===== src/rtl/key_event.sv =====
// key_event: turns debounced key levels into press/short/long/release pulses.
// Optional auto-repeat pulses are built when KEY_REPEAT_EN is defined.
module key_event #(
    parameter int TICK_MAX  = 49_999,
    parameter int LONG_MS   = 1000,
    parameter int REPEAT_MS = 200
) (
    input  logic       clk,
    input  logic       rstn,
    input  logic [3:0] key_deb,
    output logic [3:0] key_press,
    output logic [3:0] key_short,
    output logic [3:0] key_long,
    output logic [3:0] key_rpt,
    output logic [3:0] key_release,
    output logic [1:0] key_code,
    output logic       key_valid
);

    typedef enum logic [1:0] {
        S_IDLE,
        S_HELD,
        S_LONG
    } state_e;

    localparam logic [16:0] TICK_W = 17'(TICK_MAX);
    localparam logic [11:0] LONG_W = 12'(LONG_MS);

    logic [16:0] cnt_q, cnt_d;
    logic        tick;
    logic [3:0]  key_d_q;
    logic [3:0]  rise, fall;

    state_e      state_q [4];
    state_e      state_d [4];
    logic [11:0] ms_q    [4];
    logic [11:0] ms_d    [4];

    logic [3:0]  press_q, press_d;
    logic [3:0]  short_q, short_d;
    logic [3:0]  long_q, long_d;
    logic [3:0]  rel_q, rel_d;
    logic [1:0]  code_q, code_d;
    logic        valid_q, valid_d;

`ifdef KEY_REPEAT_EN
    localparam logic [11:0] REP_W = 12'(REPEAT_MS);
    logic [3:0]  rpt_q, rpt_d;
`endif

    assign rise = key_deb & ~key_d_q;
    assign fall = ~key_deb & key_d_q;

    // Free-running millisecond prescaler; tick marks the terminal count.
    always_comb begin
        tick  = (cnt_q == TICK_W);
        cnt_d = tick ? '0 : cnt_q + 17'd1;
    end

    // Per-key press/hold FSMs plus the last-pressed key code.
    always_comb begin
        press_d = '0;
        short_d = '0;
        long_d  = '0;
        rel_d   = '0;
`ifdef KEY_REPEAT_EN
        rpt_d   = '0;
`endif
        for (int i = 0; i < 4; i++) begin
            state_d[i] = state_q[i];
            ms_d[i]    = ms_q[i];
            unique case (state_q[i])
                S_IDLE: begin
                    if (rise[i]) begin
                        state_d[i] = S_HELD;
                        ms_d[i]    = '0;
                        press_d[i] = 1'b1;
                    end
                end
                S_HELD: begin
                    if (fall[i]) begin
                        state_d[i] = S_IDLE;
                        short_d[i] = 1'b1;
                        rel_d[i]   = 1'b1;
                    end else if (tick) begin
                        if (ms_q[i] + 12'd1 == LONG_W) begin
                            state_d[i] = S_LONG;
                            ms_d[i]    = '0;
                            long_d[i]  = 1'b1;
                        end else begin
                            ms_d[i] = ms_q[i] + 12'd1;
                        end
                    end
                end
                S_LONG: begin
                    if (fall[i]) begin
                        state_d[i] = S_IDLE;
                        rel_d[i]   = 1'b1;
                    end
`ifdef KEY_REPEAT_EN
                    else if (tick) begin
                        if (ms_q[i] + 12'd1 == REP_W) begin
                            ms_d[i]  = '0;
                            rpt_d[i] = 1'b1;
                        end else begin
                            ms_d[i] = ms_q[i] + 12'd1;
                        end
                    end
`endif
                end
                default: state_d[i] = S_IDLE;
            endcase
        end
        valid_d = |rise;
        code_d  = code_q;
        for (int i = 3; i >= 0; i--) begin
            if (rise[i]) code_d = 2'(i);
        end
    end

    // State, counters and registered output pulses.
    always_ff @(posedge clk or negedge rstn) begin
        if (!rstn) begin
            cnt_q   <= '0;
            key_d_q <= '0;
            press_q <= '0;
            short_q <= '0;
            long_q  <= '0;
            rel_q   <= '0;
            code_q  <= '0;
            valid_q <= 1'b0;
            for (int i = 0; i < 4; i++) begin
                state_q[i] <= S_IDLE;
                ms_q[i]    <= '0;
            end
        end else begin
            cnt_q   <= cnt_d;
            key_d_q <= key_deb;
            press_q <= press_d;
            short_q <= short_d;
            long_q  <= long_d;
            rel_q   <= rel_d;
            code_q  <= code_d;
            valid_q <= valid_d;
            for (int i = 0; i < 4; i++) begin
                state_q[i] <= state_d[i];
                ms_q[i]    <= ms_d[i];
            end
        end
    end

`ifdef KEY_REPEAT_EN
    // Registered auto-repeat pulses.
    always_ff @(posedge clk or negedge rstn) begin
        if (!rstn) rpt_q <= '0;
        else       rpt_q <= rpt_d;
    end
    assign key_rpt = rpt_q;
`else
    assign key_rpt = '0;
`endif

    assign key_press   = press_q;
    assign key_short   = short_q;
    assign key_long    = long_q;
    assign key_release = rel_q;
    assign key_code    = code_q;
    assign key_valid   = valid_q;

endmodule


===== config.mk =====
export PLATFORM = sky130hd
export DESIGN_NAME = key_event
export DESIGN_NICKNAME = d
export VERILOG_FILES = /design/src/rtl/key_event.sv
export SDC_FILE = /design/constraint.sdc
export NUM_CORES = 1
export LEC_CHECK = 0
export ABC_AREA = 1
export CORE_MARGIN = 1
export CORE_UTILIZATION = 45
export DETAILED_ROUTE_END_ITERATION = 8
export MAX_ROUTING_LAYER = met4
export PLACE_DENSITY = 0.73
export SLEW_MARGIN = 10
export SYNTH_ARGS = -nofsm -noshare
export SYNTH_HDL_FRONTEND = slang
export SYNTH_SLANG_ARGS = --single-unit

===== constraint.sdc =====
create_clock -name clk -period 1.8 [get_ports clk]
set_input_delay 0.18 -clock clk [delete_from_list [all_inputs] [get_ports clk]]
set_output_delay 0.18 -clock clk [all_outputs]
set_load 0.01 [all_outputs]

After elaboration in Yosys (flattened, before gate mapping)
Index checks and enable logic that the tools add are counted.

operators by class
  $add $sub $neg = 5
  bitwise logic cells = 4
  eq/ne operators = 37
  reduce and logical (&&, ||, !) cells = 22
  multiplexer cells = 85

operators by type and width
  kind                                                                      count
  12-bit two-way mux                                                        16
  12-bit case mux with 2 select lines                                       4
  12-bit by 1-bit adder with 12-bit output (second input constant)          4
  12-bit by 10-bit equality test with 1-bit output (second input constant)  4
  2-bit two-way mux                                                         24
  1-bit two-way mux                                                         36
  2-bit inequality test (second input constant)                             16
  4-bit AND reduction                                                       8
  3-bit inequality test (second input constant)                             8
  2-bit case mux with 3 select lines                                        4
  17-bit by 1-bit adder with 17-bit output (second input constant)          1
  17-bit by 16-bit equality test with 1-bit output (second input constant)  1
  17-bit two-way mux                                                        1
  4-bit bitwise AND                                                         2
  2-bit by 1-bit equality test with 1-bit output (second input constant)    4
  2-bit equality test (second input constant)                               4
  2-bit logical NOT                                                         4
  4-bit inverter                                                            2
  2-bit nonzero test                                                        4
  2-bit OR reduction                                                        4
  4-bit nonzero test                                                        1
  4-bit OR reduction                                                        1

word-level totals
  flip-flop bits (word level) = 96
  logic and storage cells = 169
  output and inout port bits = 23

Depth between registers and ports, before layout
Gate-level depths: netlist (run 1).

  depth in word-level cells = 6
  mapped depth = 14
  depth with buffers taken out = 13

Worst setup path before layout (run 1)
No wires, ideal clock.

  path type = flip-flop to flip-flop
  start point = register state_q[3] (netlist bit)
  end point = register ms_q[23] (netlist bit)
  path buffers = 2
  arrival = 1572 ps
  setup slack = 102 ps
  cell stages (with the launch flop) = 9
  path through = dfrtp_1 > inv_1 > ha_1 > buf_1 > o21bai_1 > nor2_8 > buf_4 > nand2_1 > o21ai_0

on the way
  word-level cells in the longest chain between the ends = 3

ends and longest elaborated chain
  item                                                                                 line  source
  start, declared                                                                      34    state_e state_q [4];
  start signal, assigned by index                                                      146   state_q[i] <= state_d[i];
  2-bit by 1-bit equality test with 1-bit output or 2-bit logical NOT (tied branches)  72    unique case (state_q[i])
  2-bit inequality test (no source line) or 2-bit nonzero test (tied branches)         -
  4-bit AND reduction (no source line)                                                 -
  end signal, assigned by index                                                        147   ms_q[i] <= ms_d[i];
  end, declared                                                                        36    logic [11:0] ms_q [4];

Several ways; a longest one is shown, not always the timed one.
A chain may end at the register's enable or synchronous reset.

Worst setup path after layout (run 1)
  start point = register ms_q[1] (netlist bit)
  end point = register ms_q[0] (netlist bit)

on the way
  word-level cells in the longest chain between the ends = 6

ends and longest elaborated chain
  item                                              line  source
  12-bit by 1-bit adder with 12-bit output          86    if (ms_q[i] + 12'd1 == LONG_W) begin
  12-bit by 10-bit equality test with 1-bit output  86
  12-bit two-way mux                                86
  12-bit two-way mux                                85    end else if (tick) begin
  12-bit two-way mux                                81    if (fall[i]) begin
  12-bit case mux with 2 select lines               72

Every way passes these cells. The select of a mux whose other input is x is not followed.

==> results by group, run 1 <==
Layout
  • Layout cells sized above 1: 0.253
  • Area grow syn2layout: 31.4%
  • Nets@finish: 882
  • Diodes inserted: 0
  • Non-Filler Instances: 1028

Global routing
  • Antenna violations before repair: 0
  • First-pass GRT wire length: 21500 um
  • Grt met3 use: 0.0381
  • Met1 usage: 0.274
  • Vias in the first global route: 4811
  • Met2 Usage GRT: 0.339
  • Congestion Overflow GR: 0
  • Busiest grt layer: met2
  • Largest net degree at the start of global routing: 97
  • Overall Global Routing Usage: 0.212

Worst setup path
  • Worst setup EP type: flop
  • Crit-path most repeated cell: nand2_2
  • Worst Setup Start Kind: flop
  • Crit path kind: flop to flop
  • Arrival time at the worst endpoint: 2100 ps
  • Crit path max-delay cell type: dfrtp_1
  • Number of buffers and inverters on the critical path: 1
  • CP peak stage delay: 430 ps
  • Crit path required time: 2030 ps
  • CP max FO: 8
  • CP top delay family: simple AND/OR/NAND/NOR gates
  • CP Cell Sequence: buf_6 > nand2_4 > nor2_4 > nand4_1 > nand2_2 > nand2_2 > nor2_4 > nand2_2 > nand4_1 > o21ai_1

Synth
  • Post-synth EDFFs: 0
  • Netlist Area Pre-Place: 5710 um2
  • Ys async rst share: 1.00
  • Cells after synthesis: 769
  • Seq/Total Area, Yosys: 0.421
  • Yosys reg bits: 96
  • Avg Cell Area, Syn: 7.43 um2
  • Yosys cell types: 39
  • Syn. warnings: 0
  • Most used DFF post-synth: dfrtp_1

Place
  • Post-DP HPWL: 8580 um
  • IO Port Bufs: 24
  • Gp weighted congestion: 0.898
  • Dpl cells: 989

Flow run
  • Max Cap Viol: 0

Route
  • Routed WL: 14000 um
  • Number of remaining DRC errors: 0
  • WL/cell: 13.6 um
  • ANT nets after route: 0
  • Initial DRC count: 315
  • Detailed-route via count: 5331
  • DR vias/cell: 5.19
  • First-pass iteration count of the detailed router: 5

Timing
  • Crit share post-route: 1.04
  • Final worst setup slack: -66.5 ps
  • RSZ-0062 raised after global routing: yes
  • Min Tclk post-route: 1870 ps
  • Setup Skew: 7.81 ps
  • Setup TNS Final: -212 ps
  • Max Slew Vio Count: 0
  • # setup viols final: 11
  • Rel. slew slack: 0.642
  • Worst slew pin tran: 537 ps
  • Hold Violations, Final: 0
  • Fmax: 0.536 GHz

Die
  • Core area: 12200 um2
  • # IOs: 29
  • Die height: 115 um
  • Initial Util: 0.468
  • Rows: 40
  • Die width: 115 um
  • Die area: 13100 um2

CTS
  • Root buffer cell: clkbuf_16
  • Longest Clk Path Bufs: 2
  • # H-tree levels: 3
  • Worst-skew pair later-pin latency: 350 ps
  • Reg clk slew, reported paths: 70 ps
  • Clock sink count: 96
  • CTS tree: yes
  • CTS Buf Count: 9

Outcome
  • Status: finished, violations left
  • Violated checks: negative setup slack

Power
  • Peak supply drop: 0.730 mV
  • Leak: 3.40 nW
  • Power Density: 1020 nW/um2

Hold path
  • Hold crit path type: input port to flop
-- registers in the layout, indices dropped and copies added (netlist names) --
register	cells
key_short	4
key_release	4
ms_q	48
key_code	2
key_valid	1
cnt_q	17
state_q	8
key_long	4
key_d_q	4
key_press	4
-- worst reg2reg max path: cells and delay by family (launching register included) --
kind,cells,cell delay (ps)
AOI/OAI and AO/OA,1,90
buffers and inverters,1,160
DFF,1,430
and+or+nand+nor,8,1090
-- worst paths after layout --
kind | slack [ps] | cells after the start | end | start
max reg2reg | -70 | 10 | ms_q[0] | ms_q[1]
min in group asynchronous | 400 | 3 | ms_q[24] | rstn
min reg2reg | 500 | 2 | state_q[3] | state_q[3]
max | -70 | 10 | ms_q[0] | ms_q[1]
max in group asynchronous | 940 | 3 | ms_q[3] | rstn
min | 300 | 1 | key_d_q[0] | key_deb[0]
-- cells in the mapped netlist (5+ instances only) --
library cell / number / area, um2
a21oi_1: 5 / 25.0
buf_4: 9 / 67.6
dfrtp_1: 96 / 2400
ha_1: 21 / 263
inv_1: 109 / 409
inv_2: 5 / 18.8
nand2_1: 219 / 822
nand2_2: 9 / 56.3
nand3_1: 67 / 335
nand3b_1: 7 / 52.6
nand4_1: 38 / 238
nor2_1: 70 / 263
nor2_2: 10 / 62.6
nor4_1: 5 / 31.3
o21ai_0: 47 / 235
o21ai_1: 5 / 25.0
xor2_1: 6 / 52.6
-- logic make-up (layout without fill, tap and decap cells) --
logic type	Yosys count	after routing	share of synthesized area
AO/OA/AOI/OAI	70	70	0.0683
adder cells (fa/ha/maj)	21	21	0.0460
buffers and inverters	131	219	0.0946
flip-flops	96	96	0.421
other	1	4	0.000657
XOR/XNOR	10	10	0.0153
AND/OR/NAND/NOR	440	440	0.354
-- where the power goes --
part           switching, W  internal, W
logic               0.00186      0.00139
registers          0.000209      0.00238
clock network      0.000837      0.00101
-- routing by layer --
layer,wire length (um),up-vias,share of wire
li1,-,2642,-
met1,6260,2521,0.45
met2,6890,130,0.49
met3,493,38,0.035
met4,347,0,0.025
met5,0,-,0
-- metrics by stage --
| step | instance area, um2 | worst slack [ps] | power [W] | hold WS, ps | utilization |
|---|---|---|---|---|---|
| floorplan | 5720 | 102 | 0.00416 | -116 | - |
| global placement | 6430 | -5.15 | 0.00508 | 278 | 0.527 |
| detailed placement | 6430 | -53.6 | 0.00512 | 274 | 0.527 |
| CTS | 6770 | 2.79 | 0.00698 | 289 | 0.555 |
| global route | 7510 | -146 | 0.00808 | 309 | 0.615 |
| finish | 7510 | -66.5 | 0.00768 | 299 | 0.615 |
-- layout by cell type (no fill, tap or decap), types with 7 or more instances in the layout --
master and n:
inv_1 105, nand2_2 35, dfrtp_2 10, buf_6 8, dfrtp_1 86, nor2_2 12
nand3b_1 7, nand2_1 187, inv_2 7, nand4_1 38, ha_1 15, buf_4 49
o21ai_0 31, nand3_1 48, nor2_1 46, clkdlybuf4s50_1 23, o21ai_1 19, nand3_2 18
clkbuf_16 11, nor2_4 25
-- cell type report --
class	count	area [um2]
flip-flops and latches	96	2410
fillers	1068	4700
multi-input cells	545	3310
clock buffers	12	256
inverters	115	439
repair buffers	88	848
clock inverters	4	28.8
well taps	168	210
-- what timing repair did --
action                     4_1_cts  5_1_grt
cloned                           0        2
pin swaps                        0       54
hold buffers                     1        0
gates resized for setup         10      160
hold endpoints to repair        96        0
setup endpoints to repair       20       63
buffers inserted                 2       18
Power figures use the tool's default switching activity.
==> run 2, diff against run 1 <==
GPL_TIMING_DRIVEN = 0   (was default)
TNS_END_PERCENT = 30   (was default)
==> run 2 against run 1 <==
Net effect: the run now ends clean; core utilization down 0.31 points; maximum frequency up 5.1%; sequential share of layout area up 0.14 points; combinational power down 5%; critical path depth up 3; critical path type unchanged; critical endpoint is now state_q[7]; largest power group unchanged.
==> results by group, run 2 (same netlist as run 1, synthesis figures left out) <==
Outcome
  • Status: complete, no violations

Layout
  • Non-Filler Instances: 1024 (-0.39%)
  • Most flops, register: ms_q
  • Commonest non-fill, non-tap cell in the layout: nand2_1
  • Final instance area: 7470 um2 (-0.50%)
  • Layout cells sized above 1: 0.263 (+0.00936)
  • Diodes inserted: 0 (unchanged)
  • Max reg flops: 48 (unchanged)
  • Nets@finish: 879 (-0.34%)
  • Commonest non-fill, non-tap cells in the layout: 185 x nand2_1, 100 x inv_1, 87 x dfrtp_1
  • Area grow syn2layout: 30.8%
  • Top Registers: ms_q x48, cnt_q x17, state_q x8
  • Final core occ: 0.612 (-0.00307)

Worst setup path
  • CP startpoint: ms_q[37]
  • CP top delay family: simple AND/OR/NAND/NOR gates
  • Crit path max-delay cell type: dfrtp_1
  • Reg-to-reg startpoint: ms_q[37]
  • Crit path required time: 2040 ps (about the same)
  • Number of buffers and inverters on the critical path: 1 (unchanged)
  • Critical Path End: state_q[7]
  • Worst Setup Start Kind: flop
  • Crit path kind: flop to flop
  • CP Cell Sequence: buf_6 > nand3_2 > nand2_1 > nand2_1 > nand2_2 > nor2_4 > nand2_2 > nor2_4 > nand3_2 > nand2_2 > nand2_2 > nand2_1 > nand2_1
  • R2R depth: 13 (+3)
  • CP peak stage delay: 430 ps (about the same)
  • CP max FO: 3 (-5)
  • Flop2flop setup slack: 20 ps (+90 ps)
  • WP depth: 13 (+3)
  • Reg-to-reg endpoint: state_q[7]
  • Worst setup EP type: flop
  • Arrival time at the worst endpoint: 2020 ps (-80 ps)

Place
  • Post-DP HPWL: 8360 um (-2.6%)
  • Dpl cells: 965 (-2.4%)
  • Place WS: -172 ps (-118 ps)
  • IO Port Bufs: 24 (unchanged)
  • Post-DP Area: 6200 um2 (-3.6%)
  • Gp weighted congestion: 0.851 (-5.3%)

CTS
  • Clock sink count: 96 (unchanged)
  • CTS tree: yes
  • Worst-skew pair later-pin latency: 360 ps (about the same)
  • Root buffer cell: clkbuf_16
  • CTS Buf Count: 9 (unchanged)
  • # H-tree levels: 3 (unchanged)
  • Reg clk slew, reported paths: 70 ps (about the same)
  • Longest Clk Path Bufs: 2 (unchanged)

Global routing
  • Grt met3 use: 0.0476 (+0.00953)
  • Met2 Usage GRT: 0.338 (-0.000404)
  • Congestion Overflow GR: 0 (unchanged)
  • Met1 usage: 0.262 (-0.0127)
  • Vias in the first global route: 4845 (+0.71%)
  • Overall Global Routing Usage: 0.208 (-0.00397)
  • First-pass GRT wire length: 21300 um (-0.64%)
  • Largest net degree at the start of global routing: 52 (-46%)
  • Busiest grt layer: met2
  • Antenna violations before repair: 0 (unchanged)

Flow run
  • Max Cap Viol: 0 (unchanged)

Die
  • Initial Util: 0.468 (unchanged)
  • Rows: 40 (unchanged)
  • # IOs: 29 (unchanged)
  • Die area: 13100 um2 (unchanged)
  • Die width: 115 um (unchanged)
  • Die height: 115 um (unchanged)
  • Core area: 12200 um2 (unchanged)

Timing
  • Setup TNS Final: 0 ps (+212 ps)
  • Min Tclk post-route: 1780 ps (-90.7 ps)
  • # setup viols final: 0 (-11)
  • Fmax: 0.563 GHz (+5.1%)
  • Crit share post-route: 0.987 (-0.0504)
  • RSZ-0062 raised after global routing: yes
  • Worst slew pin tran: 604 ps (+67.2 ps)
  • Hold Violations, Final: 0 (unchanged)
  • Final worst setup slack: 24.2 ps (+90.7 ps)
  • Max Slew Vio Count: 0 (unchanged)
  • Setup Skew: 9.96 ps (+2.15 ps)
  • Rel. slew slack: 0.597 (-0.0448)

Route
  • Initial DRC count: 320 (+1.6%)
  • ANT nets after route: 0 (unchanged)
  • DR vias/cell: 5.12 (-1.4%)
  • Detailed-route via count: 5238 (-1.7%)
  • Number of remaining DRC errors: 0 (unchanged)
  • WL/cell: 13.2 um (-3.4%)
  • Routed WL: 13500 um (-3.8%)
  • First-pass iteration count of the detailed router: 5 (unchanged)

Power
  • Peak supply drop: 0.682 mV (-6.5%)
  • Leak: 3.42 nW (+0.46%)
  • Power Density: 1030 nW/um2 (+0.20%)

Hold path
  • Hold crit path type: input port to flop
[run 2: area by class of cell]
type                            instances  area (um2)
Buffer                                 16         139
Clock buffer                           12         267
Clock inverter                          3        40.0
Fill cell                            1070        4740
Inverter                              115         437
Multi-Input combinational cell        545        3330
Sequential cell                        96        2410
Tap cell                              168         210
Timing Repair Buffer                   69         629
[run 2: per-layer routing]
layer  routed length, um  up-vias
met5                   0        -
met4                 247        0
met3                 597       30
met2                6610      124
met1                6010     2448
li1                    -     2636
[run 2: worst min path at each step]
stage,startpoint,end,depth (start not counted)
3_5_place_dp,rstn,ms_q[30],1
6_report,key_deb[3],key_d_q[3],1
5_1_grt,key_deb[3],key_d_q[3],1
4_1_cts,key_deb[3],key_d_q[3],1
3_3_place_gp,cnt_q[2],cnt_q[2],1
2_1_floorplan,rstn,cnt_q[0],0
[run 2: power breakdown]
| part | switching (W) | internal [W] | total [W] |
|---|---|---|---|
| Clock | 0.000814 | 0.00118 | 0.00199 |
| Sequential | 0.000190 | 0.00237 | 0.00256 |
| Combinational | 0.00184 | 0.00126 | 0.00310 |
| Total | 0.00285 | 0.00481 | 0.00766 |
[run 2: per-stage QoR]
step	hold slack [ps]	total power [W]
after global routing	305	0.00809
after CTS	296	0.00700
final	299	0.00766
after global placement	481	0.00474
after floorplan	-116	0.00416
after detailed placement	226	0.00477
[run 2: timing repair]
item / 4_1_cts / 5_1_grt
gates resized for setup: 28 / 161
gates cloned: 0 / 1
buffers inserted: 10 / 32
setup endpoints to repair: 51 / 61
pin swaps: 2 / 59
hold buffers: 1 / 0
endpoints found under the hold margin: 45 / 0
